==> config.mk <==
export PLATFORM = sky130hd
export DESIGN_NAME = squeeze_bank_writer_flat
export DESIGN_NICKNAME = d
export VERILOG_FILES = /design/src/rtl/squeeze_bank_writer_pkg.sv /design/src/rtl/squeeze_bank_writer_if.sv /design/src/rtl/squeeze_bank_writer_lane_packer.sv /design/src/rtl/squeeze_bank_writer.sv /design/src/flat_wrapper.sv
export SDC_FILE = /design/constraint.sdc
export NUM_CORES = 1
export LEC_CHECK = 0
export CAP_MARGIN = 20
export CORE_MARGIN = 3
export CORE_UTILIZATION = 55
export CTS_BUF_LIST = sky130_fd_sc_hd__clkbuf_4
export CTS_CLUSTER_DIAMETER = 50
export CTS_CLUSTER_SIZE = 24
export DETAILED_ROUTE_END_ITERATION = 12
export DONT_BUFFER_PORTS = 1
export HOLD_SLACK_MARGIN = 0.05
export MAX_ROUTING_LAYER = met4
export PLACE_DENSITY = 0.71
export RECOVER_POWER = 25
export SLEW_MARGIN = 40
export SYNTH_ARGS = -nofsm -noshare
export SYNTH_HDL_FRONTEND = slang
export SYNTH_SLANG_ARGS = --single-unit
==> constraint.sdc <==
create_clock -name clk -period 2.4 [get_ports clk]
set_clock_uncertainty 0.1 [all_clocks]
set_input_delay 0.24 -clock clk [delete_from_list [all_inputs] [get_ports clk]]
set_output_delay 0.24 -clock clk [all_outputs]
set_load 0.05 [all_outputs]
==> src/rtl/squeeze_bank_writer_pkg.sv <==
// Shared accelerator package: writer FSM state encoding, default geometry constants
// and a helper for sizing the lane index.
package squeeze_bank_writer_pkg;

    localparam int DEF_DATA_W = 16;
    localparam int DEF_LANES  = 8;
    localparam int DEF_MAP_H  = 111;
    localparam int DEF_MAP_W  = 111;
    localparam int DEF_ADDR_W = 32;

    typedef enum logic [1:0] {
        IDLE    = 2'd0,
        COLLECT = 2'd1,
        WRITE   = 2'd2,
        DONE    = 2'd3
    } wr_state_e;

    // A single-lane configuration still needs a 1-bit index register.
    function automatic int idx_width(input int lanes);
        return (lanes > 1) ? $clog2(lanes) : 1;
    endfunction

endpackage

==> src/rtl/squeeze_bank_writer_if.sv <==
// Feature-stream input handshake plus the bank write port of the squeeze bank writer.
// slave = the writer itself, master = the stream source / bank model.
interface squeeze_bank_writer_if
    import squeeze_bank_writer_pkg::*;
#(
    parameter int DATA_W = DEF_DATA_W,
    parameter int LANES  = DEF_LANES,
    parameter int ADDR_W = DEF_ADDR_W
);
    logic                      in_valid;
    logic [DATA_W-1:0]         in_data;
    logic                      in_ready;
    logic                      wren;
    logic [ADDR_W-1:0]         address1;
    logic [DATA_W*LANES-1:0]   datain;

    modport master (
        output in_valid, in_data,
        input  in_ready, wren, address1, datain
    );

    modport slave (
        input  in_valid, in_data,
        output in_ready, wren, address1, datain
    );
endinterface

==> src/rtl/squeeze_bank_writer_lane_packer.sv <==
// Packs consecutive channel values into LANES registers; optional ReLU via WRITER_RELU_EN.
// Latency: value visible in its lane the cycle after acceptance. No backpressure of its own.
// Lanes keep old contents until overwritten; only the index is cleared at pass start.
module lane_packer
    import squeeze_bank_writer_pkg::*;
#(
    parameter int DATA_W = DEF_DATA_W,
    parameter int LANES  = DEF_LANES
)(
    input  logic                    clk,
    input  logic                    rst,
    input  logic                    clear,
    input  logic                    accept,
    input  logic [DATA_W-1:0]       din,
    output logic [DATA_W*LANES-1:0] lanes,
    output logic                    last
);
    localparam int IDX_W = idx_width(LANES);

    logic [IDX_W-1:0]              idx;
    logic [LANES-1:0][DATA_W-1:0]  lane_q;
    logic [DATA_W-1:0]             din_v;

`ifdef WRITER_RELU_EN
    assign din_v = din[DATA_W-1] ? '0 : din;
`else
    assign din_v = din;
`endif

    assign last  = (idx == IDX_W'(LANES - 1));
    assign lanes = lane_q;

    always_ff @(posedge clk or negedge rst) begin
        if (!rst) begin
            idx    <= '0;
            lane_q <= '0;
        end else if (clear) begin
            idx <= '0;
        end else if (accept) begin
            lane_q[idx] <= din_v;
            idx         <= last ? '0 : idx + IDX_W'(1);
        end
    end

endmodule

==> src/rtl/squeeze_bank_writer.sv <==
// Collects LANES channel values per pixel and writes them as one packed bank word per pixel.
// Latency: wren one cycle after the last lane is accepted; done one cycle after the final write.
// Backpressure: in_ready only in COLLECT; in_valid gaps stall without loss. Option: WRITER_RELU_EN.
module squeeze_bank_writer
    import squeeze_bank_writer_pkg::*;
#(
    parameter int DATA_W = DEF_DATA_W,
    parameter int LANES  = DEF_LANES,
    parameter int MAP_H  = DEF_MAP_H,
    parameter int MAP_W  = DEF_MAP_W,
    parameter int ADDR_W = DEF_ADDR_W
)(
    input  logic                  clk,
    input  logic                  rst,
    input  logic                  start,
    squeeze_bank_writer_if.slave  bus,
    output logic                  busy,
    output logic                  done
);
    localparam logic [ADDR_W-1:0] LAST_ADDR = ADDR_W'(MAP_H * MAP_W - 1);

    wr_state_e          state;
    logic [ADDR_W-1:0]  addr_q;
    logic               wren_q;
    logic               busy_q;
    logic               done_q;
    logic               accept;
    logic               last_lane;
    logic               start_take;

    assign accept     = (state == COLLECT) && bus.in_valid;
    assign start_take = (state == IDLE) && start;

    lane_packer #(
        .DATA_W (DATA_W),
        .LANES  (LANES)
    ) u_pack (
        .clk    (clk),
        .rst    (rst),
        .clear  (start_take),
        .accept (accept),
        .din    (bus.in_data),
        .lanes  (bus.datain),
        .last   (last_lane)
    );

    assign bus.in_ready = (state == COLLECT);
    assign bus.wren     = wren_q;
    assign bus.address1 = addr_q;
    assign busy         = busy_q;
    assign done         = done_q;

    always_ff @(posedge clk or negedge rst) begin
        if (!rst) begin
            state  <= IDLE;
            addr_q <= '0;
            wren_q <= 1'b0;
            busy_q <= 1'b0;
            done_q <= 1'b0;
        end else begin
            wren_q <= 1'b0;
            done_q <= 1'b0;
            case (state)
                IDLE: begin
                    if (start) begin
                        state  <= COLLECT;
                        addr_q <= '0;
                        busy_q <= 1'b1;
                    end
                end
                COLLECT: begin
                    if (accept && last_lane) begin
                        state  <= WRITE;
                        wren_q <= 1'b1;
                    end
                end
                WRITE: begin
                    // The final pixel keeps its address through DONE; it is cleared on the way to IDLE.
                    if (addr_q == LAST_ADDR) begin
                        state  <= DONE;
                        done_q <= 1'b1;
                    end else begin
                        addr_q <= addr_q + ADDR_W'(1);
                        state  <= COLLECT;
                    end
                end
                DONE: begin
                    state  <= IDLE;
                    addr_q <= '0;
                    busy_q <= 1'b0;
                end
                default: state <= IDLE;
            endcase
        end
    end

endmodule
==> src/flat_wrapper.sv <==
// flat-port wrapper written by rule: the top's interface ports become plain ports
module squeeze_bank_writer_flat import squeeze_bank_writer_pkg::*;
#(
    parameter int DATA_W = DEF_DATA_W,
    parameter int LANES  = DEF_LANES,
    parameter int MAP_H  = DEF_MAP_H,
    parameter int MAP_W  = DEF_MAP_W,
    parameter int ADDR_W = DEF_ADDR_W
)
  (clk, rst, start, busy, done, bus_in_valid, bus_in_data, bus_in_ready, bus_wren, bus_address1, bus_datain);
  squeeze_bank_writer_if #(.DATA_W(DATA_W), .LANES(LANES), .ADDR_W(ADDR_W)) bus_i ();
  input  logic clk;
  input  logic rst;
  input  logic start;
  output logic busy;
  output logic done;
  input wire logic [$bits(bus_i.in_valid)-1:0] bus_in_valid;
  input wire logic [$bits(bus_i.in_data)-1:0] bus_in_data;
  output wire logic [$bits(bus_i.in_ready)-1:0] bus_in_ready;
  output wire logic [$bits(bus_i.wren)-1:0] bus_wren;
  output wire logic [$bits(bus_i.address1)-1:0] bus_address1;
  output wire logic [$bits(bus_i.datain)-1:0] bus_datain;
  assign bus_i.in_valid = bus_in_valid;
  assign bus_i.in_data = bus_in_data;
  assign bus_in_ready = bus_i.in_ready;
  assign bus_wren = bus_i.wren;
  assign bus_address1 = bus_i.address1;
  assign bus_datain = bus_i.datain;
  squeeze_bank_writer #(.DATA_W(DATA_W), .LANES(LANES), .MAP_H(MAP_H), .MAP_W(MAP_W), .ADDR_W(ADDR_W)) u_core (.clk(clk), .rst(rst), .start(start), .bus(bus_i), .busy(busy), .done(done));
endmodule
# --- Word-level counts from Yosys, hierarchy flattened ---
# Cells that the tools add are included.
classes:
  addsub: 2
  n_mul: 0
  n_div: 0
  order_cmp: 2
  eq_ne: 8
  shifts: 0
  muxes: 19
  n_bitwise: 1
  reduce_logical: 12
ops:
  columns: ["cell", "n"]
  rows:
  - ["128-bit bitwise mux", 1]
  - ["32-bit one-hot mux with 3 select lines", 1]
  - ["32-bit two-way mux", 2]
  - ["16-bit demux with 3-bit select", 1]
  - ["32-bit by 1-bit adder with 32-bit output, second input constant", 1]
  - ["32-bit by 14-bit equality test with 1-bit output, second input constant", 1]
  - ["16-bit two-way mux", 1]
  - ["3-bit two-way mux", 3]
  - ["2-bit one-hot mux with 4 select lines", 1]
  - ["2-bit two-way mux", 3]
  - ["2-bit AND reduction", 3]
  - ["1-bit two-way mux", 5]
  - ["2-bit equality test, second input constant", 2]
  - ["1-bit logical AND", 4]
  - ["3-bit by 4-bit < comparator with 1-bit output, second input constant", 1]
  - ["2-bit inequality test, second input constant", 2]
  - ["2-bit nonzero test", 2]
  - ["3-bit by 1-bit adder with 3-bit output, second input constant", 1]
  - ["3-bit equality test, second input constant", 1]
  - ["3-bit by 1-bit >= comparator with 1-bit output, second input constant", 1]
  - ["3-bit AND reduction", 1]
  - ["3-bit nonzero test", 1]
  - ["2-bit by 1-bit equality test with 1-bit output, second input constant", 1]
  - ["2-bit logical NOT", 1]
  - ["other kinds (3)", 3]
word_totals:
  ff_bits: 168
  latchBits: 0
  ramBits: 0
  romBits: 0
  inputBits: 20
  n_memories: 0

# --- Longest topological paths before layout ---
depth:
  depth_word: 5
  mapped_depth: 8

# --- Hierarchy ---
# A second synthesis with hierarchy kept.
hier_totals:
  cells_unflattened: 556
  hier_area_um2: 7288.2
modules_own_cells:
  columns: ["mod", "instances", "cells_each", "area_per_inst_um2", "seq_area_each_um2"]
  rows:
  - ["lane_packer", 1, 293, 4994.8, 3278.1]
  - ["squeeze_bank_writer", 1, 263, 2293.4, 925.9]

# --- Worst setup path before layout ---
# Ideal clock, no wire load.
synth_path:
  kind: "flip-flop to flip-flop"
  start: "register u_core.addr_q[0] (netlist: u_core.bus.address1[0])"
  end: "register u_core.addr_q[26] (netlist: u_core.bus.address1[26])"
  setup_time_ns: 0.093
  arrival_time_ns: 2.211
  t_required_ns: 2.207
  path_slack_ns: -0.004
  path_stages_with_launch: 7
  n_path_buf: 0
  cell_sequence: "dfrtp_1 -> ha_1 -> nand4_4 -> nor4_4 -> nand2_1 -> or4_1 -> o31ai_2"
synth_between:
  elab_chain_len: 3
  word_cells_on_any_way: 6
synth_lines:
  columns: ["item", "line_no", "rtl"]
  rows:
  - ["start: declaration", "squeeze_bank_writer.sv:23", "logic [ADDR_W-1:0] addr_q;"]
  - ["start signal: assignment", "squeeze_bank_writer.sv:83", "addr_q <= addr_q + ADDR_W'(1);"]
  - ["32-bit by 1-bit adder with 32-bit output or 32-bit by 14-bit equality test with 1-bit output (tied branches)", "squeeze_bank_writer.sv:83, squeeze_bank_writer.sv:79", null]
  - ["32-bit two-way mux or 2-bit inequality test (tied branches)", null, null]
  - ["32-bit one-hot mux with 3 select lines or 3-bit AND reduction (tied branches)", null, null]
# Several ways; a longest one is shown, not always the timed one. The select of a mux whose other input is x is not followed.
# A chain may end at the register's enable or synchronous reset.

# --- Worst setup path in the final report ---
layout_path:
  start: "register u_core.addr_q[4] (netlist: u_core.bus.address1[4])"
  end: "register u_core.addr_q[27] (netlist: u_core.bus.address1[27])"
# The elaborated chain is that of the path after synthesis.

==> impl_metrics.tcl <==
set metrics [dict create \
    outcome "finished with violations" \
    violations "negative hold slack" \
    path_cells "buf_4, nand4_1, nor4_2, buf_4, nand3_1, a22oi_1, o31ai_1" \
    finalMaxSlewViolations 0 \
    io_buffers 0 \
    crit_type "reg -> reg" \
    syn2layout_area_growth_pct 13.25 \
    cts.repair.resized 0 \
    synthTopCellsByArea "dfrtp_1 (58%), mux2_2 (18%), o21ai_0 (2.1%), mux2_4 (2.1%), o31ai_1 (1.5%)" \
    cp_top_family "simple AND/OR/NAND/NOR gates" \
    maxSlewHeadroom_pct 65.00 \
    nFillCells 1011 \
    ant_nets 0 \
    yosys-top-cells-count "dfrtp_1 (168), mux2_2 (115), o21ai_0 (31)" \
    die_y_um 120.7 \
    hpwl_um 12610 \
    critPathCaptureType "register" \
    syn_area_mm2 0.007233 \
    die_x_um 120.7 \
    finalSetupTns_ps 0 \
    netlist_instances 555 \
    dieArea_mm2 0.01456 \
    grt_usage_pct 26.76 \
    synthFlopType "dfrtp_1" \
    yosysUniqueCellTypes 53 \
    cp_max_fo 8 \
    worstMarginPinSlew_ps 525.1 \
    cts_buffer_depth 2 \
    core_mm2 0.01272 \
    drt_iter0_markers 493 \
    path_clk_slew_ps 140 \
    io_pins 184 \
    routabilityCongestion 0.8977 \
    min_period_ps 2101 \
    wirelength_um 18280 \
    syn_area_per_cell_um2 13.03 \
    synth.most_common_cell "dfrtp_1" \
    vias 4925 \
    wl_per_cell_um 22.79 \
    startpoint "u_core.bus.address1[4]" \
    clk_latency_ps 570 \
    worstHoldPathType "in -> async" \
    synth_edf_count 0 \
    async_flop_share_pct 100.0 \
    max_stage_delay_ps 440 \
    maxCapViolations 0 \
    seq_area_frac_synth_pct 58.12 \
    initial_core_util_pct 56.85 \
    cts_sinks 168 \
    cp_common_cell "buf_4" \
    yosysWarnings 0 \
    crit_arrival_ps 2460 \
    path_buf_inv 2 \
    holdWs_ps -760.8 \
    ctsHoldBuffers 18 \
    timing.final.crit_share_pct 87.55 \
    cts_tree "yes" \
    syn_nets 579 \
    crit_slowest_cell "dfrtp_1" \
    final_net_count 640 \
    yosys.area.top_type_share_pct 58.12 \
    max_freq_ghz 0.4759 \
    htreeDepth 4 \
    finalCoreUtilization_pct 64.39 \
    critPathRequiredTime_ps 2760 \
    cts_inserted_buffers 17 \
    ys_ff_latch 168 \
    grt_pass1_vias 5041 \
    firstDrtPassIters 5 \
    crit_path_start_kind "register" \
    grt_max_degree 169 \
    yosys.area.top_type "dfrtp_1" \
    remaining_drc_errors 0 \
    grt_setup_unrepaired "false" \
    grt_pass1_wl_um 29090 \
    r2r_start "u_core.bus.address1[4]" \
    hold_viol 168 \
    setup_viol 0 \
    antenna_found_initial 1 \
    cts-root-buf "clkbuf_4" \
    drive_gt1_share_pct 36.09 \
    overflow 0 \
    post_cts_buffers 0 \
    vias_per_cell 6.141 \
    num_rows 41 \
]
## metal layers
metal,GRT usage [%],up-vias,wire (µm)
met1,33.36,2516,7309
li1,-,2151,-
met2,42.23,222,9004
met3,8.746,36,1626
met4,7.861,0,335
met5,-,-,0
## cell usage in the layout (no fill, tap or decap), types with 4 or more instances in the layout
cell           instances
nor4_1                 6
and2_1                 5
nor3_1                 6
clkbuf_4              19
dfrtp_1              167
mux2_4                10
o31ai_1               13
inv_1                 10
and4_1                 4
nand3_1               15
nand4_1               11
nand2_1               24
ha_1                   4
o21ai_0               31
dlygate4sd3_1         18
nor2_1                24
o41ai_1                4
a21oi_1               15
mux2_2               115
and3_1                 5
a31oi_1               11
clkinvlp_4             4
buf_4                 54
## final cells by class
type / count / area (µm²) / share of cell area [%]
Tap cell: 172 / 215.2 / 2.627
Clock inverter: 13 / 145.1 / 1.772
Antenna cell: 1 / 2.502 / 0.03055
Inverter: 10 / 37.54 / 0.4582
Clock buffer: 19 / 142.6 / 1.741
Sequential cell: 168 / 4205 / 51.34
Multi-Input combinational cell: 346 / 2838 / 34.64
Timing Repair Buffer: 73 / 605.6 / 7.393
## path summary, 6_finish.rpt
path,endpoint,slack [ps],depth (start not counted)
max reg2reg,u_core.bus.address1[27],300,7
max,u_core.bus.address1[27],300,7
min,u_core.u_pack.lanes[59],-760,0
max in group asynchronous,u_core.bus.address1[0],2660,0
min reg2reg,u_core.bus.address1[16],520,2
min in group clk,u_core.state[0],380,3
## registers in the layout, indices dropped and copies added (netlist names)
name                 count
u_core.bus.address1     32
u_core.bus.wren          1
u_core.busy              1
u_core.done              1
u_core.state             2
u_core.u_pack.idx        3
u_core.u_pack.lanes    128
## stage by stage
step                worst slack [ps]  hold WS (ps)  instances  area (µm²)
finish                         298.9        -760.8        802        8192
floorplan                      1.589        -155.6        555        7234
detailed placement             306.1        -151.3        751        7721
global route                   44.62        -826.3        802        8192
global placement               330.0        -152.2        751        7721
CTS                            277.9        -795.2        801        8189
## cells by family after synthesis
logic type	count (synthesis)	share of synthesized area (%)
compound gates	91	7.871
simple gates	123	9.895
buf+inv	41	2.975
fa+ha+maj	4	0.6919
mux	128	20.45
flops	168	58.12
Power is left out: the tool's default activity adds up to more than one toggle a clock period on the data nets, which glitch-free logic cannot reach.
